**config.mk**
```make
export PLATFORM = sky130hd
export DESIGN_NAME = euler_step_sequencer
export DESIGN_NICKNAME = d
export VERILOG_FILES = /design/src/rtl/euler_pkg.sv /design/src/rtl/euler_step_counter.sv /design/src/rtl/euler_step_sequencer.sv
export SDC_FILE = /design/constraint.sdc
export NUM_CORES = 1
export LEC_CHECK = 0
export CAP_MARGIN = 20
export CORE_ASPECT_RATIO = 0.5
export CORE_UTILIZATION = 47
export DETAILED_ROUTE_END_ITERATION = 12
export PLACE_DENSITY = 0.78
export SLEW_MARGIN = 20
export SYNTH_ARGS = -nofsm -noshare
export SYNTH_HDL_FRONTEND = slang
export SYNTH_SLANG_ARGS = --single-unit
```
**constraint.sdc**
```tcl
create_clock -name clk -period 4 [get_ports clk]
set_input_delay 1.2 -clock clk [delete_from_list [all_inputs] [get_ports clk]]
set_output_delay 1.2 -clock clk [all_outputs]
set_load 0.02 [all_outputs]
```
**src/rtl/euler_pkg.sv**
```systemverilog
// Shared definitions for the Euler integrator blocks: sequencer state encoding and default widths.
package euler_pkg;

    localparam int DEF_WIDTH = 32;
    localparam int DEF_CNT_W = 16;

    typedef enum logic [1:0] {
        ST_IDLE   = 2'd0,
        ST_REQ    = 2'd1,
        ST_UPDATE = 2'd2,
        ST_DONE   = 2'd3
    } seq_state_t;

endpackage

```
**src/rtl/euler_step_counter.sv**
```systemverilog
// Step index register with synchronous clear-on-load, increment and a look-ahead terminal compare.
module euler_step_counter
    import euler_pkg::*;
#(
    parameter int CNT_W = DEF_CNT_W
) (
    input  logic             clk,
    input  logic             rst_async,
    input  logic             load,
    input  logic             inc,
    input  logic [CNT_W-1:0] term,
    output logic [CNT_W-1:0] step_idx,
    output logic             last
);

    always_ff @(posedge clk or posedge rst_async) begin
        if (rst_async) begin
            step_idx <= '0;
        end else if (load) begin
            step_idx <= '0;
        end else if (inc) begin
            step_idx <= step_idx + CNT_W'(1);
        end
    end

    // High when the pending increment lands on the terminal count.
    assign last = ((step_idx + CNT_W'(1)) == term);

endmodule

```
**src/rtl/euler_step_sequencer.sv**
```systemverilog
// Responder side of the Euler start/done handshake: runs num_steps datapath steps, advancing t_cur by h.
//
// state  | meaning
// IDLE   | wait for start; latch num_steps, t0, h
// REQ    | step_req high, wait for step_ack
// UPDATE | t_cur += h, step_idx += 1, pick REQ or DONE
// DONE   | final_done pulse, back to IDLE
module euler_step_sequencer
    import euler_pkg::*;
#(
    parameter int WIDTH = DEF_WIDTH,
    parameter int CNT_W = DEF_CNT_W
) (
    input  logic             clk,
    input  logic             rst_async,
    input  logic             start,
    input  logic [CNT_W-1:0] num_steps,
    input  logic [WIDTH-1:0] t0,
    input  logic [WIDTH-1:0] h,
    output logic             step_req,
    input  logic             step_ack,
    output logic [WIDTH-1:0] t_cur,
    output logic [CNT_W-1:0] step_idx,
    output logic             busy,
    output logic             final_done
);

    seq_state_t       state;
    logic [CNT_W-1:0] num_lat;
    logic [WIDTH-1:0] h_lat;
    logic             cnt_load;
    logic             cnt_inc;
    logic             cnt_last;

    assign cnt_load = (state == ST_IDLE) && start;
    assign cnt_inc  = (state == ST_UPDATE);

    euler_step_counter #(
        .CNT_W (CNT_W)
    ) u_step_counter (
        .clk       (clk),
        .rst_async (rst_async),
        .load      (cnt_load),
        .inc       (cnt_inc),
        .term      (num_lat),
        .step_idx  (step_idx),
        .last      (cnt_last)
    );

    always_ff @(posedge clk or posedge rst_async) begin
        if (rst_async) begin
            state      <= ST_IDLE;
            step_req   <= 1'b0;
            busy       <= 1'b0;
            final_done <= 1'b0;
            t_cur      <= '0;
            num_lat    <= '0;
            h_lat      <= '0;
        end else begin
            case (state)
                ST_IDLE: begin
                    if (start) begin
                        num_lat <= num_steps;
                        h_lat   <= h;
                        t_cur   <= t0;
                        busy    <= 1'b1;
                        if (num_steps == '0) begin
                            state      <= ST_DONE;
                            final_done <= 1'b1;
                        end else begin
                            state    <= ST_REQ;
                            step_req <= 1'b1;
                        end
                    end
                end
                ST_REQ: begin
                    if (step_ack) begin
                        state    <= ST_UPDATE;
                        step_req <= 1'b0;
                    end
                end
                ST_UPDATE: begin
                    // Wraps modulo 2^WIDTH by construction.
                    t_cur <= t_cur + h_lat;
                    if (cnt_last) begin
                        state      <= ST_DONE;
                        final_done <= 1'b1;
                    end else begin
                        state    <= ST_REQ;
                        step_req <= 1'b1;
                    end
                end
                ST_DONE: begin
                    state      <= ST_IDLE;
                    final_done <= 1'b0;
                    busy       <= 1'b0;
                end
                default: begin
                    state      <= ST_IDLE;
                    step_req   <= 1'b0;
                    final_done <= 1'b0;
                    busy       <= 1'b0;
                end
            endcase
        end
    end

endmodule
```
# ---- Yosys cells after proc, flatten, opt, wreduce, memory -nomap -nowiden
# Index checks and enable logic that the tools add are counted.
dict set report word_totals {
  ff_bits 101
  out_inout_bits 51
  in_bits 84
  elab_cells 54
}
dict set report op_classes {
  add_sub_neg 2
  n_mux 20
  n_reduce_logical 14
  eq_ne 10
}
# operator n
set op_table {}
lappend op_table {{32-bit one-hot mux with 2 select lines} 1}
lappend op_table {{32-bit adder} 1}
lappend op_table {{16-bit 2-to-1 mux} 2}
lappend op_table {{32-bit 2-to-1 mux} 1}
lappend op_table {{16-bit by 1-bit adder with 16-bit output (second input constant)} 1}
lappend op_table {{16-bit equality test} 1}
lappend op_table {{16-bit logical NOT} 1}
lappend op_table {{1-bit 2-to-1 mux} 8}
lappend op_table {{2-bit 2-to-1 mux} 4}
lappend op_table {{2-bit != test (second input constant)} 4}
lappend op_table {{2-bit one-hot mux with 4 select lines} 1}
lappend op_table {{2-bit AND reduction} 4}
lappend op_table {{1-bit one-hot mux with 3 select lines} 2}
lappend op_table {{2-bit nonzero test} 3}
lappend op_table {{3-bit nonzero test} 2}
lappend op_table {{5-bit AND reduction} 1}
lappend op_table {{2-bit equality test (second input constant)} 2}
lappend op_table {{2-bit by 1-bit != test with 1-bit output (second input constant)} 2}
lappend op_table {{4-bit AND reduction} 1}
lappend op_table {{2-bit by 1-bit equality test with 1-bit output (second input constant)} 1}
lappend op_table {{2-bit logical NOT} 1}
lappend op_table {{1-bit one-hot mux with 2 select lines} 1}
lappend op_table {{1-bit logical AND} 1}

# ---- Depth between registers and ports, before layout
# Gate-level depths: netlist of run 1.
dict set report depth {
  word_depth 4
  ltp_mapped 12
  ltp_nobuf 12
}

# ---- Modules after synthesis
# A second synthesis of run 1 with hierarchy kept.
dict set report unflattened {
  cells_unflattened 667
  area_unflattened_um2 6676.4
}
# mod area_per_inst_um2 n_inst cells_each seq_area_each_um2
set modules_own_cells {}
lappend modules_own_cells {euler_step_sequencer 5307.6 1 507 2127.0}
lappend modules_own_cells {euler_step_counter 1368.8 1 160 400.4}

# ---- Least setup slack after synthesis of run 1
# Ideal clock, no wire load.
dict set report synth_timing {
  path_kind {register -> register}
  from {register t_cur[13]}
  to {register t_cur[24]}
  arrival_time_ns 2.807
  path_buffers 1
  slack_ns 1.074
  setup_time_ns 0.120
  stages_incl_launch_ff 12
  path_cell_list {dfrtp_1 ha_1 buf_6 a21o_1 a211o_1 a221oi_2 o21ai_2 a311oi_2 nor3b_1 o21a_1 or3_1 a31o_1}
}
dict set report synth_between {
  elab_chain_cells 2
}
# item line
set synth_rtl {}
lappend synth_rtl {{start, declared} euler_step_sequencer.sv:22} ;# output logic [WIDTH-1:0] t_cur,
lappend synth_rtl {{start signal, assigned} euler_step_sequencer.sv:65} ;# t_cur <= t0;
lappend synth_rtl {{start signal, assigned} euler_step_sequencer.sv:84} ;# t_cur <= t_cur + h_lat;
lappend synth_rtl {{32-bit adder} euler_step_sequencer.sv:84}
lappend synth_rtl {{32-bit one-hot mux with 2 select lines} euler_step_sequencer.sv:60} ;# case (state)
# No other way between the ends.
# A chain may end at the register's enable or synchronous reset.

# ---- Worst setup path after layout of run 1
dict set report layout_timing {
  from {register t_cur[0]}
  to {register t_cur[28]}
}
# Same word-level chain as after synthesis.

==> results.md, run 1 <==
- Status: complete, no violations
- Synthesized cell area: 0.00616 mm^2
- Post CTS Setup Buffer Count: 0
- Chip height: 83.0 um
- Async set-or-reset flop fraction in the synthesized netlist: 100%
- Routed Antenna Nets: 0
- Pre-CTS setup slack: 0.737 ns
- WL final: 15800 um
- Final HPWL DP: 11400 um
- Largest net degree at the start of global routing: 58
- Vias: 5503
- Post-route cell area: 0.00804 mm^2
- Placement row count: 29
- Finished Layout Cells: 963
- Max-Cap Viols: 0
- CP max stage delay: 0.46 ns
- Area of the multi-input gates: 0.00348 mm^2
- First-pass GRT wire length: 26500 um
- Worst-Skew Late Latency: 0.34 ns
- Vias in the first global route: 5365
- Critical path's slowest cell: o31ai_1
- Post-synth EDFFs: 0
- Fin. Hold Viols: 0
- Avg Cell Area, Syn: 9.26 um^2
- Clock transition at path regs: 0.07 ns
- Starting Density: 48.4%
- # DRC: 0
- Register area: 0.00253 mm^2
- Static leakage: 3.38 nW
- Slew @ Worst Pin: 1.07 ns
- Post-synth cell types: 55
- Max Clock Skew: 0.00557 ns
- Worst R2R End: t_cur[28]
- 1st-iter DRT viols: 375
- Setup violations, final: 0
- Inst Count DP: 947
- Final hold slack: 0.512 ns
- Fmax: 302 MHz
- Cell count of the worst reg-to-reg path: 12
- Synth Flop Type: dfrtp_1
- CTS buffer count: 9
- Max-slew headroom: 28.5%
- N_diodes: 0
- Post-synthesis cell count: 665
- #FFs+latches synth: 101
- Hold-critical path endpoint: h_lat[20]
- Clk root buf: clkbuf_16
- Final worst setup slack: 0.684 ns
- Crit path time final: 3.32 ns
- Post-synthesis sequential area ratio: 41.0%
- Die width: 164 um
- Design Power: 7.39 mW
- CP delay by family, top: compound AO/OA/AOI/OAI gates
- Core Region: 0.0127 mm^2
- Share of cells above drive strength 1: 10.1%
- Worst R2R Start: t_cur[0]
- CTS tree: built
- Final TNS setup: 0 ns
- Initial DRT Pass Iterations: 5
- Worst hold stages: 1
- Via density: 5.71
- Synthesized Nets: 782
- IO Pins: 135
- P per Cell Area: 919 mW/mm^2
- Critical path launch point type: register
- RSZ-0062 raised after global routing: no
- Post-CTS resize count: 0
- Crit Path Class: reg2reg
- Total grt overflow: 0
- Crit-path cells: ha_1, inv_1, fa_1, nand2b_1, a21oi_1, o2111ai_1, a21boi_1, a311oi_2, o31ai_1, o22ai_1, xor2_1, o21ai_0
- GRT Util Overall: 24.5%
- Max VDD drop: 401 uV
- Worst Path Buf+Inv: 1
- R2r setup slk: 0.68 ns
- Initial antenna violation count: 0
- Nets@finish: 905
- Gp weighted congestion: 0.910
- Max Root-Sink Buffers: 2
- Worst path arrival time: 3.50 ns
- Port Buf Inserts: 134
- WL/cell: 16.4 um
- Crit path required time: 4.18 ns
- Die Area: 0.0136 mm^2
- Clk sinks: 101
- Placed cell area: 0.00769 mm^2
- Hold path start: h_lat[20]
- Crit path max fanout: 5
- Crit end category: register
- Layout area overhead: 30.5%
- # H-tree levels: 3
- # hold bufs at CTS: 0
- Worst hold path class: reg2reg
- Final Max Tran Viols: 0
- Final Cycle Share: 82.9%
- Filler cells: 1057
- Synthesis warning total: 0
- Fin util: 63.1%
## logic make-up after synthesis
family	share of synthesized area, %
XOR/XNOR	6.82
buffers and inverters	2.80
AO/OA/AOI/OAI	18.1
AND/OR/NAND/NOR	15.7
flip-flops	41.0
adder cells (fa/ha/maj)	6.82
multiplexers	8.73
## synth_stat cells, types with 2 or more instances
master	instances	area, um^2
o2111ai_1	2	17.5
clkbuf_1	27	101
a31oi_1	17	106
nor2_1	43	161
a21oi_1	36	180
xnor2_1	23	201
dfrtp_1	101	2530
nor4_1	6	37.5
ha_1	32	400
nand3_1	15	75.1
o31ai_1	10	75.1
nand4_1	5	31.3
nor3_1	7	35.0
and2_1	4	25.0
a211oi_1	7	52.6
a21o_1	8	60.1
o21ai_0	50	250
inv_1	15	56.3
mux2i_1	2	20.0
nand2_1	102	383
o22ai_1	12	75.1
and3_1	10	62.6
o211ai_1	2	15.0
o22a_1	7	61.3
nor2b_1	4	25.0
nor3b_1	4	30.0
or2_2	2	12.5
xor2_1	25	219
nand2b_1	6	37.5
a211o_1	2	17.5
mux2_2	46	518
or3_1	5	31.3
o21a_1	6	45.0
## how the worst max path moves through the flow
stage,from,to,cells past startpoint
floorplan,rst_async,busy,1
global placement,t_cur[0],t_cur[28],12
detailed placement,t_cur[0],t_cur[28],12
CTS,t_cur[0],t_cur[28],12
global route,t_cur[0],t_cur[30],12
finish,t_cur[0],t_cur[28],12
## layer usage
metal,GRT usage (%),wire [um],vias up
li1,-,-,2645
met1,33.6,7370,2694
met2,40.4,7660,147
met3,4.60,624,17
met4,5.30,193,0
met5,0,0,-
## registers in the layout, indices dropped and copies added, names as in the netlist
name                     count
num_lat                     16
busy                         1
state                        2
u_step_counter.step_idx     16
step_req                     1
final_done                   1
t_cur                       32
h_lat                       32
## worst register-to-register path, cell delays in order (launching register included)
cell	delay, ns
dfrtp_1	0.40
ha_1	0.19
inv_1	0.05
fa_1	0.39
nand2b_1	0.17
a21oi_1	0.29
o2111ai_1	0.20
a21boi_1	0.39
a311oi_2	0.20
o31ai_1	0.46
o22ai_1	0.18
xor2_1	0.16
o21ai_0	0.08
## cell type report
cell class	instances	share of cell area (%)
multi-input cells	520	43.2
flip-flops and latches	101	31.4
repair buffers	141	17.6
clock buffers	10	2.97
well taps	170	2.64
clock inverters	6	1.37
inverters	15	0.731
## where the power goes
part           total (mW)  switching [mW]  internal [mW]
clock                1.02           0.388          0.628
combinational        4.48            2.44           2.04
sequential           1.90           0.411           1.49
total                7.39            3.24           4.15
## placed cells by master, fill, tap and decap left out, types with 7 or more instances in the layout
cell type | Yosys | routed
a21o_1 | 8 | 8
o22ai_1 | 12 | 12
a31oi_1 | 17 | 17
clkdlybuf4s50_1 | 0 | 134
and3_1 | 10 | 10
clkbuf_16 | 0 | 9
inv_1 | 15 | 14
o22a_1 | 7 | 7
mux2_2 | 46 | 46
xnor2_1 | 23 | 23
nand3_1 | 15 | 15
xor2_1 | 25 | 25
dfrtp_1 | 101 | 101
o21ai_0 | 50 | 50
nor3_1 | 7 | 7
a211oi_1 | 7 | 7
nor2_1 | 43 | 41
ha_1 | 32 | 32
o31ai_1 | 10 | 10
a21oi_1 | 36 | 36
nand2_1 | 102 | 101
(Power assumes the default switching activity.)
==> run 2, diff against run 1 <==
--- a/config.mk
+++ b/config.mk
@@ -7,9 +7,9 @@
 export LEC_CHECK = 0
 export CAP_MARGIN = 20
 export CORE_ASPECT_RATIO = 0.5
-export CORE_UTILIZATION = 47
+export CORE_UTILIZATION = 52
 export DETAILED_ROUTE_END_ITERATION = 12
-export PLACE_DENSITY = 0.78
+export PLACE_DENSITY = 0.82
 export SLEW_MARGIN = 20
 export SYNTH_ARGS = -nofsm -noshare
 export SYNTH_HDL_FRONTEND = slang
==> constraint.sdc (replaced) <==
create_clock -name clk -period 3.4 [get_ports clk]
set_input_delay 1.02 -clock clk [delete_from_list [all_inputs] [get_ports clk]]
set_output_delay 1.02 -clock clk [all_outputs]
set_load 0.02 [all_outputs]
==> run 2 against run 1 <==
  * Non-clock buffer count is 4 higher
  * Total power is 15% higher
  * Combinational power is 19% higher
  * Sequential share of layout area is 0.25 points higher
  * Register-to-register slack worse by 0.39 ns
  * Wire length is 0.83% lower
  * Worst hold slack better by 0.0063 ns
==> results.md, run 2 (synthesis gave the netlist of run 1 again) <==
- Worst hold stages: 1 (unchanged)
- # H-tree levels: 3 (unchanged)
- Critical path's slowest cell: fa_1 (was o31ai_1)
- Core Region: 0.0112 mm^2 (was 0.0127 mm^2)
- Filler cells: 867 (was 1057)
- Crit path time final: 3.11 ns (was 3.32 ns)
- Largest net degree at the start of global routing: 50 (was 58)
- IO Pins: 135 (unchanged)
- WL final: 15700 um (was 15800 um)
- Via density: 5.73 (was 5.71)
- Max Root-Sink Buffers: 2 (unchanged)
- # DRC: 0 (unchanged)
- WL/cell: 16.4 um (about the same)
- Most common cell after layout, fill and taps aside: clkdlybuf4s50_1 (unchanged)
- Static leakage: 3.35 nW (was 3.38 nW)
- Sw Pwr: 3.80 mW (was 3.24 mW)
- Total grt overflow: 0 (unchanged)
- P per Cell Area: 1060 mW/mm^2 (was 919 mW/mm^2)
- Max-Cap Viols: 0 (unchanged)
- Comb pwr share: 62.8% (was 60.6%)
- Die Area: 0.0123 mm^2 (was 0.0136 mm^2)
- Crit path max fanout: 4 (was 5)
- Fin. Hold Viols: 0 (unchanged)
- Final HPWL DP: 11600 um (was 11400 um)
- Initial antenna violation count: 0 (unchanged)
- Switching fraction of total power: 44.9% (was 43.8%)
- Final Cycle Share: 91.3% (was 82.9%)
- Worst hold path class: reg2reg (unchanged)
- Clock transition at path regs: 0.07 ns (about the same)
- Layout area overhead: 29.5% (was 30.5%)
- RSZ-0062 raised after global routing: no (unchanged)
- Status: complete, no violations (unchanged)
- Seq pwr share: 26.1% (was 25.7%)
- Chip height: 79.0 um (was 83.0 um)
- Routed Antenna Nets: 0 (unchanged)
- Crit end category: register (unchanged)
- Crit Path Class: reg2reg (unchanged)
- Hold-critical path endpoint: h_lat[3] (was h_lat[20])
- Max-slew headroom: 50.3% (was 28.5%)
- Worst-Skew Late Latency: 0.34 ns (about the same)
- Crit-path cells: ha_1, inv_1, fa_1, nand2b_1, a21oi_1, o2111ai_1, a21boi_1, a311oi_2, o31ai_2, o22ai_1, xor2_1, o21ai_0 (was ha_1, inv_1, fa_1, nand2b_1, a21oi_1, o2111ai_1, a21boi_1, a311oi_2, o31ai_1, o22ai_1, xor2_1, o21ai_0)
- Hold path start: h_lat[3] (was h_lat[20])
- Fmax: 322 MHz (was 302 MHz)
- Post CTS Setup Buffer Count: 0 (unchanged)
- Top flop regs: h_lat: 32 flops, t_cur: 32 flops (unchanged)
- P_int: 4.67 mW (was 4.15 mW)
- CTS buffer count: 9 (unchanged)
- CP max stage delay: 0.41 ns (was 0.46 ns)
- 1st-iter DRT viols: 323 (was 375)
- Nets@finish: 909 (was 905)
- Final Max Tran Viols: 0 (unchanged)
- R2r setup slk: 0.29 ns (was 0.68 ns)
- Starting Density: 54.8% (was 48.4%)
- CTS tree: built (unchanged)
- Vias in the first global route: 5293 (was 5365)
- Final hold slack: 0.518 ns (was 0.512 ns)
- Initial DRT Pass Iterations: 5 (unchanged)
- Die width: 156 um (was 164 um)
- Placement row count: 27 (was 29)
- Worst R2R Start: t_cur[0] (unchanged)
- Worst path arrival time: 3.35 ns (was 3.50 ns)
- Vias: 5475 (was 5503)
- Cell count of the worst reg-to-reg path: 12 (unchanged)
- Setup violations, final: 0 (unchanged)
- Slew @ Worst Pin: 0.742 ns (was 1.07 ns)
- Clk sinks: 101 (unchanged)
- Most frequent cells in the layout: clkdlybuf4s50_1 (134), nand2_1 (101), dfrtp_1 (101) (unchanged)
- Final TNS setup: 0 ns (unchanged)
- Gp weighted congestion: 0.895 (was 0.910)
- Crit path required time: 3.64 ns (was 4.18 ns)
- Clk root buf: clkbuf_16 (unchanged)
- Max VDD drop: 670 uV (was 401 uV)
- Port Buf Inserts: 134 (unchanged)
- Clk pwr share: 11.1% (was 13.7%)
- N_diodes: 0 (unchanged)
- GRT Util Overall: 26.3% (was 24.5%)
- Worst Setup SP: t_cur[0] (unchanged)
- Max Clock Skew: 0.00926 ns (was 0.00557 ns)
- Worst R2R End: t_cur[28] (unchanged)
- Critical path launch point type: register (unchanged)
- Share of cells above drive strength 1: 10.2% (was 10.1%)
- First-pass GRT wire length: 25800 um (was 26500 um)
run 2: repair_timing:
action	CTS	global route
endpoints found under the setup margin	0	1
resized for setup	0	1
hold buffers	0	0
run 2: how the worst max path moves through the flow:
stage                     end  cells after the start
floorplan           t_cur[24]                     11
global placement    t_cur[28]                     12
detailed placement  t_cur[28]                     12
CTS                 t_cur[28]                     12
global route        t_cur[24]                     10
finish              t_cur[28]                     12
run 2: cell type report:
type | instances | area [um^2] | share of cell area, %
Timing Repair Buffer | 145 | 1450 | 18.2
Clock buffer | 13 | 240 | 3.01
Inverter | 15 | 60.1 | 0.753
Clock inverter | 3 | 22.5 | 0.282
Tap cell | 159 | 199 | 2.49
Multi-Input combinational cell | 520 | 3480 | 43.6
Sequential cell | 101 | 2530 | 31.7
run 2: power by group through the flow:
| stage | Combinational [mW] | Sequential, mW | Clock, mW |
|---|---|---|---|
| after global placement | 5.09 | 2.20 | 0 |
| after detailed placement | 5.22 | 2.23 | 0 |
| after CTS | 5.27 | 2.21 | 0.955 |
| after floorplan | 3.62 | 2.35 | 0 |
| final | 5.32 | 2.21 | 0.939 |
| after global routing | 5.81 | 2.29 | 1.01 |
run 2: per-stage QoR:
stage	total power, mW	utilization, %	cell area (um^2)	worst slack [ns]	std cells
4_1_cts	8.44	70.9	7970	0.213	956
3_5_place_dp	7.45	68.5	7710	0.242	940
6_report	8.47	70.9	7980	0.294	956
5_1_grt	9.11	70.9	7980	0.108	956
3_3_place_gp	7.29	68.5	7710	0.382	940
2_1_floorplan	5.97	-	6160	0.474	665
run 2: layer usage:
layer	vias to the layer above	share of wire (%)	track usage (%)
li1	2638	-	-
met1	2646	46	35.5
met2	181	49	45.1
met3	10	4.9	3.98
met4	0	0.73	5.29
met5	-	0	0
run 2: worst max-delay path: cells and delay by family, from the launching register on:
family | cells | cell delay, ns
compound gates | 7 | 1.61
xor+xnor | 1 | 0.16
fa+ha+maj | 2 | 0.60
buf+inv | 1 | 0.06
flops | 1 | 0.40
simple gates | 1 | 0.19
==> run 3, diff against run 2 <==
--- a/config.mk
+++ b/config.mk
@@ -10,6 +10,7 @@
 export CORE_UTILIZATION = 52
 export DETAILED_ROUTE_END_ITERATION = 12
 export PLACE_DENSITY = 0.82
+export SETUP_SLACK_MARGIN = 0.3
 export SLEW_MARGIN = 20
 export SYNTH_ARGS = -nofsm -noshare
 export SYNTH_HDL_FRONTEND = slang
==> run 3 against run 2 <==
  * Worst hold slack barely moved
  * Largest power group unchanged
  * First-iteration DRC count decreased by 2.2%
  * Setup slack improved by 0.14 ns
  * Combinational power is 1% higher
  * Maximum frequency rose by 4.8%
  * Wire length up 0.48%
  * Critical path type unchanged
  * Via count is 0.20% higher
  * Cell count grew 0.10%
  * Count of clock-buffer cells in the layout is the same
  * Sequential share of layout area fell by 0.15 points
==> results.md, run 3 (synthesis gave the netlist of run 1 again) <==
- Total grt overflow: 0 (unchanged)
- Via density: 5.73 (about the same)
- Max Clock Skew: 0.0101 ns (was 0.00926 ns)
- Max Root-Sink Buffers: 2 (unchanged)
- Worst hold path class: reg2reg (unchanged)
- # H-tree levels: 3 (unchanged)
- 1st-iter DRT viols: 316 (was 323)
- Fin util: 71.3% (was 70.9%)
- Max-slew headroom: 50.9% (was 50.3%)
- Die Area: 0.0123 mm^2 (unchanged)
- Worst path arrival time: 3.20 ns (was 3.35 ns)
- Fin. Hold Viols: 0 (unchanged)
- Static leakage: 3.35 nW (about the same)
- Starting Density: 54.8% (unchanged)
- Share of cells above drive strength 1: 10.9% (was 10.2%)
- Pre-CTS setup slack: 0.242 ns (unchanged)
- P per Cell Area: 1070 mW/mm^2 (was 1060 mW/mm^2)
- Gp weighted congestion: 0.895 (unchanged)
- Final HPWL DP: 11600 um (unchanged)
- Crit path max fanout: 8 (was 4)
- Final worst setup slack: 0.437 ns (was 0.294 ns)
- Clock transition at path regs: 0.07 ns (about the same)
- Vias in the first global route: 5306 (was 5293)
- Clk root buf: clkbuf_16 (unchanged)
- CTS buffer count: 9 (unchanged)
- Core Region: 0.0112 mm^2 (unchanged)
- Crit path required time: 3.63 ns (was 3.64 ns)
- Most frequent cells in the layout: clkdlybuf4s50_1 (134), nand2_1 (101), dfrtp_1 (101) (unchanged)
- Crit Path Class: reg2reg (unchanged)
- Placement row count: 27 (unchanged)
- Max-Cap Viols: 0 (unchanged)
- Most common cell after layout, fill and taps aside: clkdlybuf4s50_1 (unchanged)
- Nets@finish: 910 (was 909)
- Finished Layout Cells: 957 (was 956)
- Largest net degree at the start of global routing: 50 (unchanged)
- Clk sinks: 101 (unchanged)
- # DRC: 0 (unchanged)
- IO Pins: 135 (unchanged)
- Status: complete, no violations (unchanged)
- WL/cell: 16.5 um (was 16.4 um)
- Inst Count DP: 940 (unchanged)
- R2r setup slk: 0.44 ns (was 0.29 ns)
- Crit end category: register (unchanged)
- Filler cells: 860 (was 867)
- Initial antenna violation count: 0 (unchanged)
- Layout area overhead: 30.1% (was 29.5%)
- Final Cycle Share: 87.1% (was 91.3%)
- Die width: 156 um (unchanged)
- Worst-Skew Late Latency: 0.34 ns (about the same)
- Area of the multi-input gates: 0.00351 mm^2 (was 0.00348 mm^2)
- Vias: 5486 (was 5475)
- CTS tree: built (unchanged)
- Fmax: 338 MHz (was 322 MHz)
- Top flop regs: h_lat: 32 flops, t_cur: 32 flops (unchanged)
- Slew @ Worst Pin: 0.734 ns (was 0.742 ns)
- Port Buf Inserts: 134 (unchanged)
- Setup violations, final: 0 (unchanged)
- Max VDD drop: 693 uV (was 670 uV)
- Initial DRT Pass Iterations: 5 (unchanged)
- Critical path launch point type: register (unchanged)
- GRT Util Overall: 26.3% (about the same)
- Register area: 0.00253 mm^2 (unchanged)
- Routed Antenna Nets: 0 (unchanged)
- Final TNS setup: 0 ns (unchanged)
- Crit path time final: 2.96 ns (was 3.11 ns)
- RSZ-0062 raised after global routing: yes (was no)
- WL final: 15800 um (was 15700 um)
- Chip height: 79.0 um (unchanged)
- N_diodes: 0 (unchanged)
- First-pass GRT wire length: 25800 um (about the same)
- Final Max Tran Viols: 0 (unchanged)
## run 3: cell count changes in the layout (fill, tap and decap cells not counted)
cell	delta
ha_1	-2
ha_2	+2
a21oi_1	-1
a21oi_2	+1
a221oi_2	-1
a221oi_4	+1
buf_4	+1
nor3_1	-1
nor3_2	+1
nor3b_1	-1
nor3b_2	+1
## run 3: cell type report
class,count,share of cell area [%]
Tap cell,159,2.48
Multi-Input combinational cell,520,43.8
Inverter,15,0.749
Timing Repair Buffer,146,18.2
Clock buffer,13,3.00
Clock inverter,3,0.281
Sequential cell,101,31.5
## run 3: per-stage QoR
| stage | hold WS, ns | power (mW) | cell area [um^2] |
|---|---|---|---|
| global placement | 0.494 | 7.29 | 7710 |
| floorplan | 0.485 | 5.97 | 6160 |
| CTS | 0.521 | 8.45 | 7980 |
| detailed placement | 0.503 | 7.45 | 7710 |
| finish | 0.518 | 8.54 | 8020 |
| global route | 0.532 | 9.18 | 8020 |
## run 3: layer usage
layer,vias to the layer above,share of wire [%],GRT usage [%]
met4,0,0.69,5.29
met2,163,49,45.3
met5,-,0,0
li1,2642,-,-
met3,10,4.4,3.98
met1,2671,46,35.5
## run 3: timing repair
| item | CTS | global route |
|---|---|---|
| setup buffers | 0 | 1 |
| setup endpoints to repair | 1 | 8 |
| hold buffers | 0 | 0 |
| pin swaps | 0 | 5 |
| resized for setup | 1 | 6 |
## run 3: final timing paths
path / cells after the start / start / endpoint
max in group asynchronous: 3 / rst_async / t_cur[9]
min reg2reg: 1 / h_lat[3] / h_lat[3]
max reg2reg: 10 / t_cur[13] / t_cur[24]
max: 10 / t_cur[13] / t_cur[24]
min in group asynchronous: 2 / rst_async / u_step_counter.step_idx[8]
min: 1 / h_lat[3] / h_lat[3]
## run 3: report_power, final
| group | internal, mW | switching, mW |
|---|---|---|
| Clock | 0.498 | 0.441 |
| Sequential | 1.75 | 0.464 |
| Combinational | 2.46 | 2.94 |
## run 3: worst max-delay path, stage by stage (launching register included)
cell,delay (ns)
dfrtp_1,0.40
ha_2,0.36
a21o_1,0.21
a211o_1,0.32
a221oi_4,0.30
o21ai_2,0.10
a311oi_2,0.34
nor3b_2,0.12
o21a_1,0.19
or3_1,0.30
a31o_1,0.22
